$ cat src/rtl/rol_seq_pkg.sv
// Shared definitions for the sequential rotate-left unit.
//   ROL_WIDTH   : default operand/result width (power of two, >= 2)
//   ROL_SHAMT_W : number of low Rc bits forming the rotate amount
//   rol_state_t : controller states
//   k_width()   : width of the stride index k for a given amount width
package rol_seq_pkg;

  localparam int unsigned ROL_WIDTH   = 32;
  localparam int unsigned ROL_SHAMT_W = $clog2(ROL_WIDTH);

  typedef enum logic [0:0] {
    IDLE,
    RUN
  } rol_state_t;

  // k selects one of shamt_w strides; keep it at least one bit wide so that
  // a WIDTH=2 build (a single stride) still has a legal index register.
  function automatic int unsigned k_width(input int unsigned shamt_w);
    return (shamt_w > 1) ? $clog2(shamt_w) : 1;
  endfunction

endpackage

$ cat src/rtl/rol_seq_if.sv
// Start/done handshake bundle between the control unit and the rotate unit.
//   master : requester (drives start/Rb/Rc, observes busy/done/Ra)
//   slave  : rotate unit (observes start/Rb/Rc, drives busy/done/Ra)
interface rol_seq_if
  import rol_seq_pkg::*;
#(
  parameter int unsigned WIDTH = ROL_WIDTH
);

  logic             start;
  logic [WIDTH-1:0] Rb;
  logic [WIDTH-1:0] Rc;
  logic             busy;
  logic             done;
  logic [WIDTH-1:0] Ra;

  modport master (
    output start, Rb, Rc,
    input  busy, done, Ra
  );

  modport slave (
    input  start, Rb, Rc,
    output busy, done, Ra
  );

endinterface

$ cat src/rtl/rol_pow2.sv
// Combinational rotate-left of a WIDTH-bit operand by 2**k_i.
//   data_i : operand
//   k_i    : stride exponent, valid range 0 .. SHAMT_W-1
//   data_o : data_i rotated left by 2**k_i (data_i unchanged if k_i out of range)
module rol_pow2
  import rol_seq_pkg::*;
#(
  parameter int unsigned WIDTH = ROL_WIDTH
) (
  input  logic [WIDTH-1:0]                   data_i,
  input  logic [k_width($clog2(WIDTH))-1:0]  k_i,
  output logic [WIDTH-1:0]                   data_o
);

  localparam int unsigned SHAMT_W = $clog2(WIDTH);
  localparam int unsigned KW      = k_width(SHAMT_W);

  logic [WIDTH-1:0] stride [SHAMT_W];

  for (genvar i = 0; i < SHAMT_W; i++) begin : g_stride
    localparam int unsigned S = 1 << i;
    assign stride[i] = {data_i[WIDTH-1-S:0], data_i[WIDTH-1 -: S]};
  end

  always_comb begin
    data_o = data_i;
    for (int unsigned i = 0; i < SHAMT_W; i++) begin
      if (k_i == KW'(i)) begin
        data_o = stride[i];
      end
    end
  end

endmodule

$ cat src/rtl/rol_seq.sv
// Multi-cycle rotate-left unit: Ra = Rb rotated left by (Rc mod WIDTH).
// One amount bit is consumed per cycle using power-of-two strides; the
// operation finishes as soon as the remaining amount is zero.
//   clk   : rising-edge clock
//   clr_n : asynchronous active-low reset
//   bus   : start/Rb/Rc request, busy/done/Ra response (slave side)
module rol_seq
  import rol_seq_pkg::*;
#(
  parameter int unsigned WIDTH = ROL_WIDTH
) (
  input logic       clk,
  input logic       clr_n,
  rol_seq_if.slave  bus
);

  localparam int unsigned SHAMT_W = $clog2(WIDTH);
  localparam int unsigned KW      = k_width(SHAMT_W);

  rol_state_t         state_q, state_d;
  logic [WIDTH-1:0]   acc_q, acc_d;
  logic [SHAMT_W-1:0] amt_q, amt_d;
  logic [KW-1:0]      k_q, k_d;
  logic [WIDTH-1:0]   ra_q, ra_d;
  logic               busy_q, busy_d;
  logic               done_q, done_d;
  logic [WIDTH-1:0]   acc_rot;

  // Rc bits above the amount field are architecturally ignored.
  logic unused_rc_hi;
  assign unused_rc_hi = ^bus.Rc[WIDTH-1:SHAMT_W];

  rol_pow2 #(
    .WIDTH (WIDTH)
  ) u_pow2 (
    .data_i (acc_q),
    .k_i    (k_q),
    .data_o (acc_rot)
  );

  always_comb begin
    state_d = state_q;
    acc_d   = acc_q;
    amt_d   = amt_q;
    k_d     = k_q;
    ra_d    = ra_q;
    busy_d  = busy_q;
    done_d  = 1'b0;
    unique case (state_q)
      IDLE: begin
        if (bus.start) begin
          acc_d   = bus.Rb;
          amt_d   = bus.Rc[SHAMT_W-1:0];
          k_d     = '0;
          busy_d  = 1'b1;
          state_d = RUN;
        end
      end
      RUN: begin
        if (amt_q != '0) begin
          // Bit k of the original amount selects a 2**k stride.
          if (amt_q[0]) begin
            acc_d = acc_rot;
          end
          amt_d = amt_q >> 1;
          k_d   = k_q + KW'(1);
        end else begin
          ra_d    = acc_q;
          done_d  = 1'b1;
          busy_d  = 1'b0;
          state_d = IDLE;
        end
      end
      default: state_d = IDLE;
    endcase
  end

  always_ff @(posedge clk or negedge clr_n) begin
    if (!clr_n) begin
      state_q <= IDLE;
      acc_q   <= '0;
      amt_q   <= '0;
      k_q     <= '0;
      ra_q    <= '0;
      busy_q  <= 1'b0;
      done_q  <= 1'b0;
    end else begin
      state_q <= state_d;
      acc_q   <= acc_d;
      amt_q   <= amt_d;
      k_q     <= k_d;
      ra_q    <= ra_d;
      busy_q  <= busy_d;
      done_q  <= done_d;
    end
  end

  assign bus.busy = busy_q;
  assign bus.done = done_q;
  assign bus.Ra   = ra_q;

endmodule

$ cat src/flat_wrapper.sv
// flat-port wrapper written by rule: the top's interface ports become plain ports
module rol_seq_flat import rol_seq_pkg::*;
#(
  parameter int unsigned WIDTH = ROL_WIDTH
)
  (clk, clr_n, bus_start, bus_Rb, bus_Rc, bus_busy, bus_done, bus_Ra);
  rol_seq_if #(.WIDTH(WIDTH)) bus_i ();
  input logic clk;
  input logic clr_n;
  input wire logic [$bits(bus_i.start)-1:0] bus_start;
  input wire logic [$bits(bus_i.Rb)-1:0] bus_Rb;
  input wire logic [$bits(bus_i.Rc)-1:0] bus_Rc;
  output wire logic [$bits(bus_i.busy)-1:0] bus_busy;
  output wire logic [$bits(bus_i.done)-1:0] bus_done;
  output wire logic [$bits(bus_i.Ra)-1:0] bus_Ra;
  assign bus_i.start = bus_start;
  assign bus_i.Rb = bus_Rb;
  assign bus_i.Rc = bus_Rc;
  assign bus_busy = bus_i.busy;
  assign bus_done = bus_i.done;
  assign bus_Ra = bus_i.Ra;
  rol_seq #(.WIDTH(WIDTH)) u_core (.clk(clk), .clr_n(clr_n), .bus(bus_i));
endmodule
$ cat config.mk
export PLATFORM = sky130hd
export DESIGN_NAME = rol_seq_flat
export DESIGN_NICKNAME = d
export VERILOG_FILES = /design/src/rtl/rol_seq_pkg.sv /design/src/rtl/rol_seq_if.sv /design/src/rtl/rol_pow2.sv /design/src/rtl/rol_seq.sv /design/src/flat_wrapper.sv
export SDC_FILE = /design/constraint.sdc
export NUM_CORES = 1
export LEC_CHECK = 0
export CAP_MARGIN = 0
export CORE_ASPECT_RATIO = 0.75
export CORE_MARGIN = 4
export CORE_UTILIZATION = 30
export DETAILED_ROUTE_END_ITERATION = 16
export PLACE_DENSITY = 0.49
export SETUP_SLACK_MARGIN = 0.3
export SLEW_MARGIN = 40
export SYNTH_ARGS = -nofsm -noshare
export SYNTH_HDL_FRONTEND = slang
export SYNTH_SLANG_ARGS = --single-unit
$ cat constraint.sdc
create_clock -name clk -period 2.27 [get_ports clk]
set_input_delay 0.454 -clock clk [delete_from_list [all_inputs] [get_ports clk]]
set_output_delay 0.454 -clock clk [all_outputs]
set_load 0.05 [all_outputs]
* Word-level counts from Yosys, hierarchy flattened
Cells that the tools add are included.
** Word-level totals
- Output and inout port bits :: 34
- Word-level logic and storage cells :: 48
- Input bits :: 67
- Register bits :: 75
** Operators by class
- Reductions and logical operators :: 6
- Eq/ne operators :: 9
- Bitwise gates (word level) :: 2
- Add/sub/neg operators :: 1
- Multiplexer cells :: 23
** Operators with widths (count)
- $mux W32 :: 8
- $pmux W32 S2 :: 1
- $mux W5 :: 2
- $pmux W5 S2 :: 1
- $ne A2 B2 Y1 const B :: 4
- $eq A3 B2 Y1 const B :: 2
- $mux W1 :: 6
- $mux W3 :: 2
- $ne A6 B6 Y1 const B :: 1
- $pmux W3 S2 :: 1
- $reduce_and A2 Y1 :: 3
- $reduce_bool A5 Y1 :: 1
- $pmux W1 S2 :: 2
- $reduce_and A4 Y1 :: 1
- $add A3 B1 Y3 const B :: 1
- $eq A3 B1 Y1 const B :: 1
- $eq A3 B3 Y1 const B :: 1
- $logic_not A3 Y1 :: 1
- $not A1 Y1 :: 2

* Depth between registers and ports, before layout
- Depth in word-level cells :: 9
- Mapped depth :: 10
- Depth with buffers taken out :: 6

* Hierarchy
A second synthesis with hierarchy kept.
** Second synthesis, totals
- Cell total of the unflattened synthesis :: 517
- Area total of the unflattened synthesis :: 4998.5 um^2
** Modules (own cells, without submodules)
- rol_seq :: cells an instance 259, area an instance 3259.4 um^2, times used 1
- rol_pow2 :: cells an instance 258, area an instance 1739.2 um^2, times used 1

* Least setup slack after synthesis
OpenSTA, ideal clock, no wires.
- Path kind :: register to register
- Start :: reg u_core.k_q[2]
- End :: reg u_core.acc_q[26]
- Cell stages (with the launch flop) :: 11
- Clock period less this slack :: 2.060 ns
- Setup slack :: 0.210 ns
- Arrival :: 1.934 ns
- Required time :: 2.144 ns
- Setup time :: 0.126 ns
- Path through :: dfrtp_1 -> buf_4 -> buf_2 -> inv_1 -> ha_1 -> buf_2 -> buf_2 -> a21oi_1 -> o311ai_0 -> a221oi_1 -> o21ai_1
** On the way
- Longest elaborated chain between the ends :: 8
- Elaborated cells between the ends (all ways) :: 14
- Classes of those cells :: 5 x eq/ne; 7 x mux; 2 x reduce/logical
** RTL lines
- start: declaration :: RTL line rol_seq.sv:23 : logic [KW-1:0] k_q, k_d;
- start signal: assignment :: RTL line rol_seq.sv:91 : k_q <= k_d;
- $eq A3 B1 Y1 :: RTL line rol_pow2.sv:28 : if (k_i == KW'(i)) begin
- $mux W32 (4 in a row) :: RTL line rol_pow2.sv:28
- $mux W32 :: RTL line rol_seq.sv:62 : if (amt_q[0]) begin
- $mux W32 :: RTL line rol_seq.sv:60 : if (amt_q != '0) begin
- $pmux W32 S2 :: RTL line rol_seq.sv:49 : unique case (state_q)
- end signal: assignment :: RTL line rol_seq.sv:81 : acc_q <= '0;
- end signal: assignment :: RTL line rol_seq.sv:89 : acc_q <= acc_d;
- end: declaration :: RTL line rol_seq.sv:21 : logic [WIDTH-1:0] acc_q, acc_d;
Several ways; a longest one is shown, not always the timed one. The select of a mux whose other input is x is not followed.
A chain may end at the register's enable or synchronous reset.

* Worst setup path after layout
- Start :: reg u_core.k_q[1]
- End :: reg u_core.acc_q[28]
Same word-level chain as after synthesis.

==> results.txt <==
----------------------------------------------------
[Setup path]
  Reg-to-reg critical path startpoint ... u_core.k_q[1]
  Critical path startpoint category ... register
  Reg-to-reg slack, setup ... 310 ps
  End of the worst register-to-register path ... u_core.acc_q[28]
  Crit path capture type ... register
  Worst Path Class, Setup ... register to register
  Data arrival time of the critical path ... 2190 ps
  Biggest fanout along the worst timing path ... 17
  Required arrival time at the worst endpoint ... 2500 ps
  R2R cell count ... 7

[Layout]
  Fraction of layout cells with a size suffix above 1 ... 13.8%
  P&R area growth vs syn ... 37.0%
  Count of filler cells inserted in the layout ... 1605
  Final #Nets ... 733
  Count of placed standard cells in the final layout, fillers left out ... 876
  Diodes inserted ... 0

[Synth]
  Fraction of the yosys area taken by sequential cells ... 37.1%
  Synth Area per Inst ... 8.49 sq um
  Compound-gate portion of the synthesized area ... 29.1%
  Netlist cell types ... 29
  Share of synthesized cell area in full adder, half adder and majority cells ... 1.24%
  Number of enable flip-flop cells after synthesis ... 0
  Post-synthesis simple-gate area fraction ... 16.2%
  Number of nets in the synthesized netlist ... 667
  Flops & latches, synth ... 75
  Primary FF master, synth ... sky130_fd_sc_hd__dfrtp_1
  Combinational family with the most area after synthesis ... compound AO/OA/AOI/OAI gates
  Yosys synthesis warning count ... 0
  Post-synthesis async set-or-reset flop share ... 100%
  Fraction of synthesized cell area in xor and xnor cells ... 0%
  Post-Synthesis Cells ... 595
  Syn Std Cell Area ... 5050 sq um
  Multiplexer share of the synthesized area ... 7.53%

[GRT]
  GRT Total Usage ... 20.3%
  Pin count of the biggest net entering global routing ... 66
  Wire length of the first global-routing pass ... 29800 um
  Vias in the first global route ... 4929
  Initial antenna violation count ... 0
  Global route total overflow ... 0

[Routing]
  Via count of the routed design ... 5211
  Routed length per instance ... 23.1 um
  Antenna-violating nets left ... 0
  Detailed Route Iter0 Violations ... 699
  Final wirelength ... 20300 um
  Average vias per placed instance ... 5.95
  Count of TritonRoute iterations in the first routing pass ... 6
  Number of design rule violations left after detail routing ... 0

[Floorplan]
  DIE AREA ... 19000 sq um
  Effective utilization at floorplan ... 31.1%
  Vert. Die Dim ... 120 um
  Total I/O pin count ... 101
  Core Rows ... 40
  Core region area ... 16300 sq um
  Die boundary width ... 158 um

[STA]
  Unrepaired setup endpoints after global routing ... true
  Max-Slew Margin vs Limit ... 60.2%
  Setup-failing EPs final ... 0
  Minimum clock period after layout ... 1960 ps
  Slew at the pin closest to its max-slew limit ... 597 ps
  Highest Clock Rate ... 510 MHz
  Clock Skews ... 8.23 ps
  Hold violation count in the final report ... 0
  Crit share post-route ... 86.3%
  Final max-slew violation count ... 0

[Power and ir drop]
  Static Leak ... 0.00302 uW
  Total power consumption of the routed design ... 12700 uW
  P per Cell Area ... 1830 nW/um^2
  Max VDD drop ... 572 uV

[Placement]
  Dpl hpwl ... 12400 um
  Number of port buffers ... 73
  Number of placed instances with taps included ... 839
  Routability congestion estimate from global placement ... 0.870

[Clocking]
  Sinks on the clock net ... 75
  Clock Path Buffers ... 2
  H-Tree Depth ... 3
  Clock network latency to the later pin of the worst-skew pair ... 350 ps
  Number of clock buffers inserted by TritonCTS ... 9
  Clock root cell ... sky130_fd_sc_hd__clkbuf_16
  Clock-pin slew on the worst setup and hold paths ... 60 ps
  Clock tree from TritonCTS ... done

[Hold path]
  Startpoint of the lowest-slack hold path ... u_core.bus.Ra[15]
  Hold Path Cell Cnt ... 2
  Capture endpoint of the worst hold path ... u_core.bus.Ra[15]
  Class of the tightest hold or removal check ... register to register

[Job]
  Maximum capacitance violations ... 0

[Outcome]
  Outcome ... finished clean

----------------------------------------------------
==> registers in the layout, indices dropped and copies added, names as in the netlist <==
signal	flops
u_core.acc_q	32
u_core.amt_q	5
u_core.bus.Ra	32
u_core.bus.busy	1
u_core.bus.done	1
u_core.k_q	3
u_core.state_q	1
==> how the worst max path moves through the flow <==
stage / cells after the start / endpoint / startpoint
after floorplan: 10 / u_core.acc_q[0] / u_core.k_q[2]
after global placement: 6 / u_core.acc_q[15] / u_core.k_q[0]
after detailed placement: 7 / u_core.acc_q[27] / u_core.k_q[0]
after CTS: 7 / u_core.acc_q[21] / u_core.k_q[1]
after global routing: 9 / u_core.acc_q[17] / u_core.k_q[0]
final: 7 / u_core.acc_q[28] / u_core.k_q[1]
==> power by group <==
part           switching, uW  internal, uW
Sequential               969          1970
Clock                    599          1250
Combinational           4710          3180
Total                   6280          6400
==> timing repair <==
item	CTS	global route
hold buffers	1	0
endpoints found under the setup margin	42	53
buffers inserted	3	6
pin swaps	9	16
gates cloned	4	7
gates resized for setup	39	58
hold endpoints to repair	12	0
==> cell usage in the layout (no fill, tap or decap), types with 29 or more instances in the layout <==
cell type	synthesis	layout
sky130_fd_sc_hd__nor2_1	37	37
sky130_fd_sc_hd__a221oi_1	32	29
sky130_fd_sc_hd__mux2i_1	38	38
sky130_fd_sc_hd__inv_1	39	38
sky130_fd_sc_hd__nand4bb_1	32	32
sky130_fd_sc_hd__clkdlybuf4s50_1	0	40
sky130_fd_sc_hd__o21ai_0	62	46
sky130_fd_sc_hd__nand2_1	69	69
sky130_fd_sc_hd__o21ai_1	36	41
sky130_fd_sc_hd__dfrtp_1	75	75
sky130_fd_sc_hd__a21oi_1	67	65
==> critical path: stages, from the launching register on <==
cell and delay [ps]:
sky130_fd_sc_hd__dfrtp_1 390, sky130_fd_sc_hd__buf_4 160, sky130_fd_sc_hd__ha_4 190, sky130_fd_sc_hd__buf_12 160, sky130_fd_sc_hd__o21ba_4 270, sky130_fd_sc_hd__o311a_4 380, sky130_fd_sc_hd__o21ai_1 170, sky130_fd_sc_hd__o21ai_1 110
==> metrics by stage <==
stage / hold slack, ps / setup TNS, ps / worst slack (ps) / utilization, % / instance area, sq um
detailed placement: 335 / -660 / -101 / 36.7 / 5960
CTS: 487 / 0 / 255 / 40.2 / 6540
finish: 477 / 0 / 311 / 42.5 / 6920
floorplan: 158 / 0 / 339 / - / 5060
global placement: 335 / -5260 / -243 / 36.5 / 5930
global route: 507 / 0 / 250 / 42.5 / 6920
==> synthesized netlist by cell type (5+ instances only) <==
master / instances / share of area (%)
sky130_fd_sc_hd__o311ai_1: 16 / 2.8
sky130_fd_sc_hd__clkbuf_1: 25 / 1.9
sky130_fd_sc_hd__inv_1: 39 / 2.9
sky130_fd_sc_hd__o311ai_0: 16 / 2.8
sky130_fd_sc_hd__dfrtp_1: 75 / 37
sky130_fd_sc_hd__o21ai_1: 36 / 3.6
sky130_fd_sc_hd__nand4bb_1: 32 / 7.1
sky130_fd_sc_hd__o21ai_0: 62 / 6.1
sky130_fd_sc_hd__a21oi_1: 67 / 6.6
sky130_fd_sc_hd__mux2i_1: 38 / 7.5
sky130_fd_sc_hd__ha_1: 5 / 1.2
sky130_fd_sc_hd__nor2_1: 37 / 2.7
sky130_fd_sc_hd__buf_2: 24 / 2.4
sky130_fd_sc_hd__nand2_1: 69 / 5.1
sky130_fd_sc_hd__a221oi_1: 32 / 5.5
==> metal layers <==
metal	part of all wire [%]	track usage (%)	up-vias	wire (um)
met4	2.9	4.84	0	592
met1	46	31.5	2499	9330
met5	0	0	-	0
li1	-	-	2337	-
met3	11	5.04	55	2140
met2	40	27.9	320	8190
==> logic make-up (layout without fill, tap and decap cells) <==
logic type,count (synthesis),in the layout
flip-flops,75,75
AND/OR/NAND/NOR,143,143
buffers and inverters,99,167
multiplexers,38,38
AO/OA/AOI/OAI,235,238
adder cells (fa/ha/maj),5,5
==> cell type report <==
| cell class | count | area, sq um | share of cell area (%) |
|---|---|---|---|
| Timing Repair Buffer | 112 | 1310 | 18.9 |
| Tap cell | 210 | 263 | 3.80 |
| Sequential cell | 75 | 1880 | 27.1 |
| Multi-Input combinational cell | 424 | 2950 | 42.7 |
| Clock inverter | 4 | 120 | 1.74 |
| Clock buffer | 12 | 256 | 3.71 |
| Inverter | 39 | 146 | 2.12 |
Power figures use the tool's default switching activity.
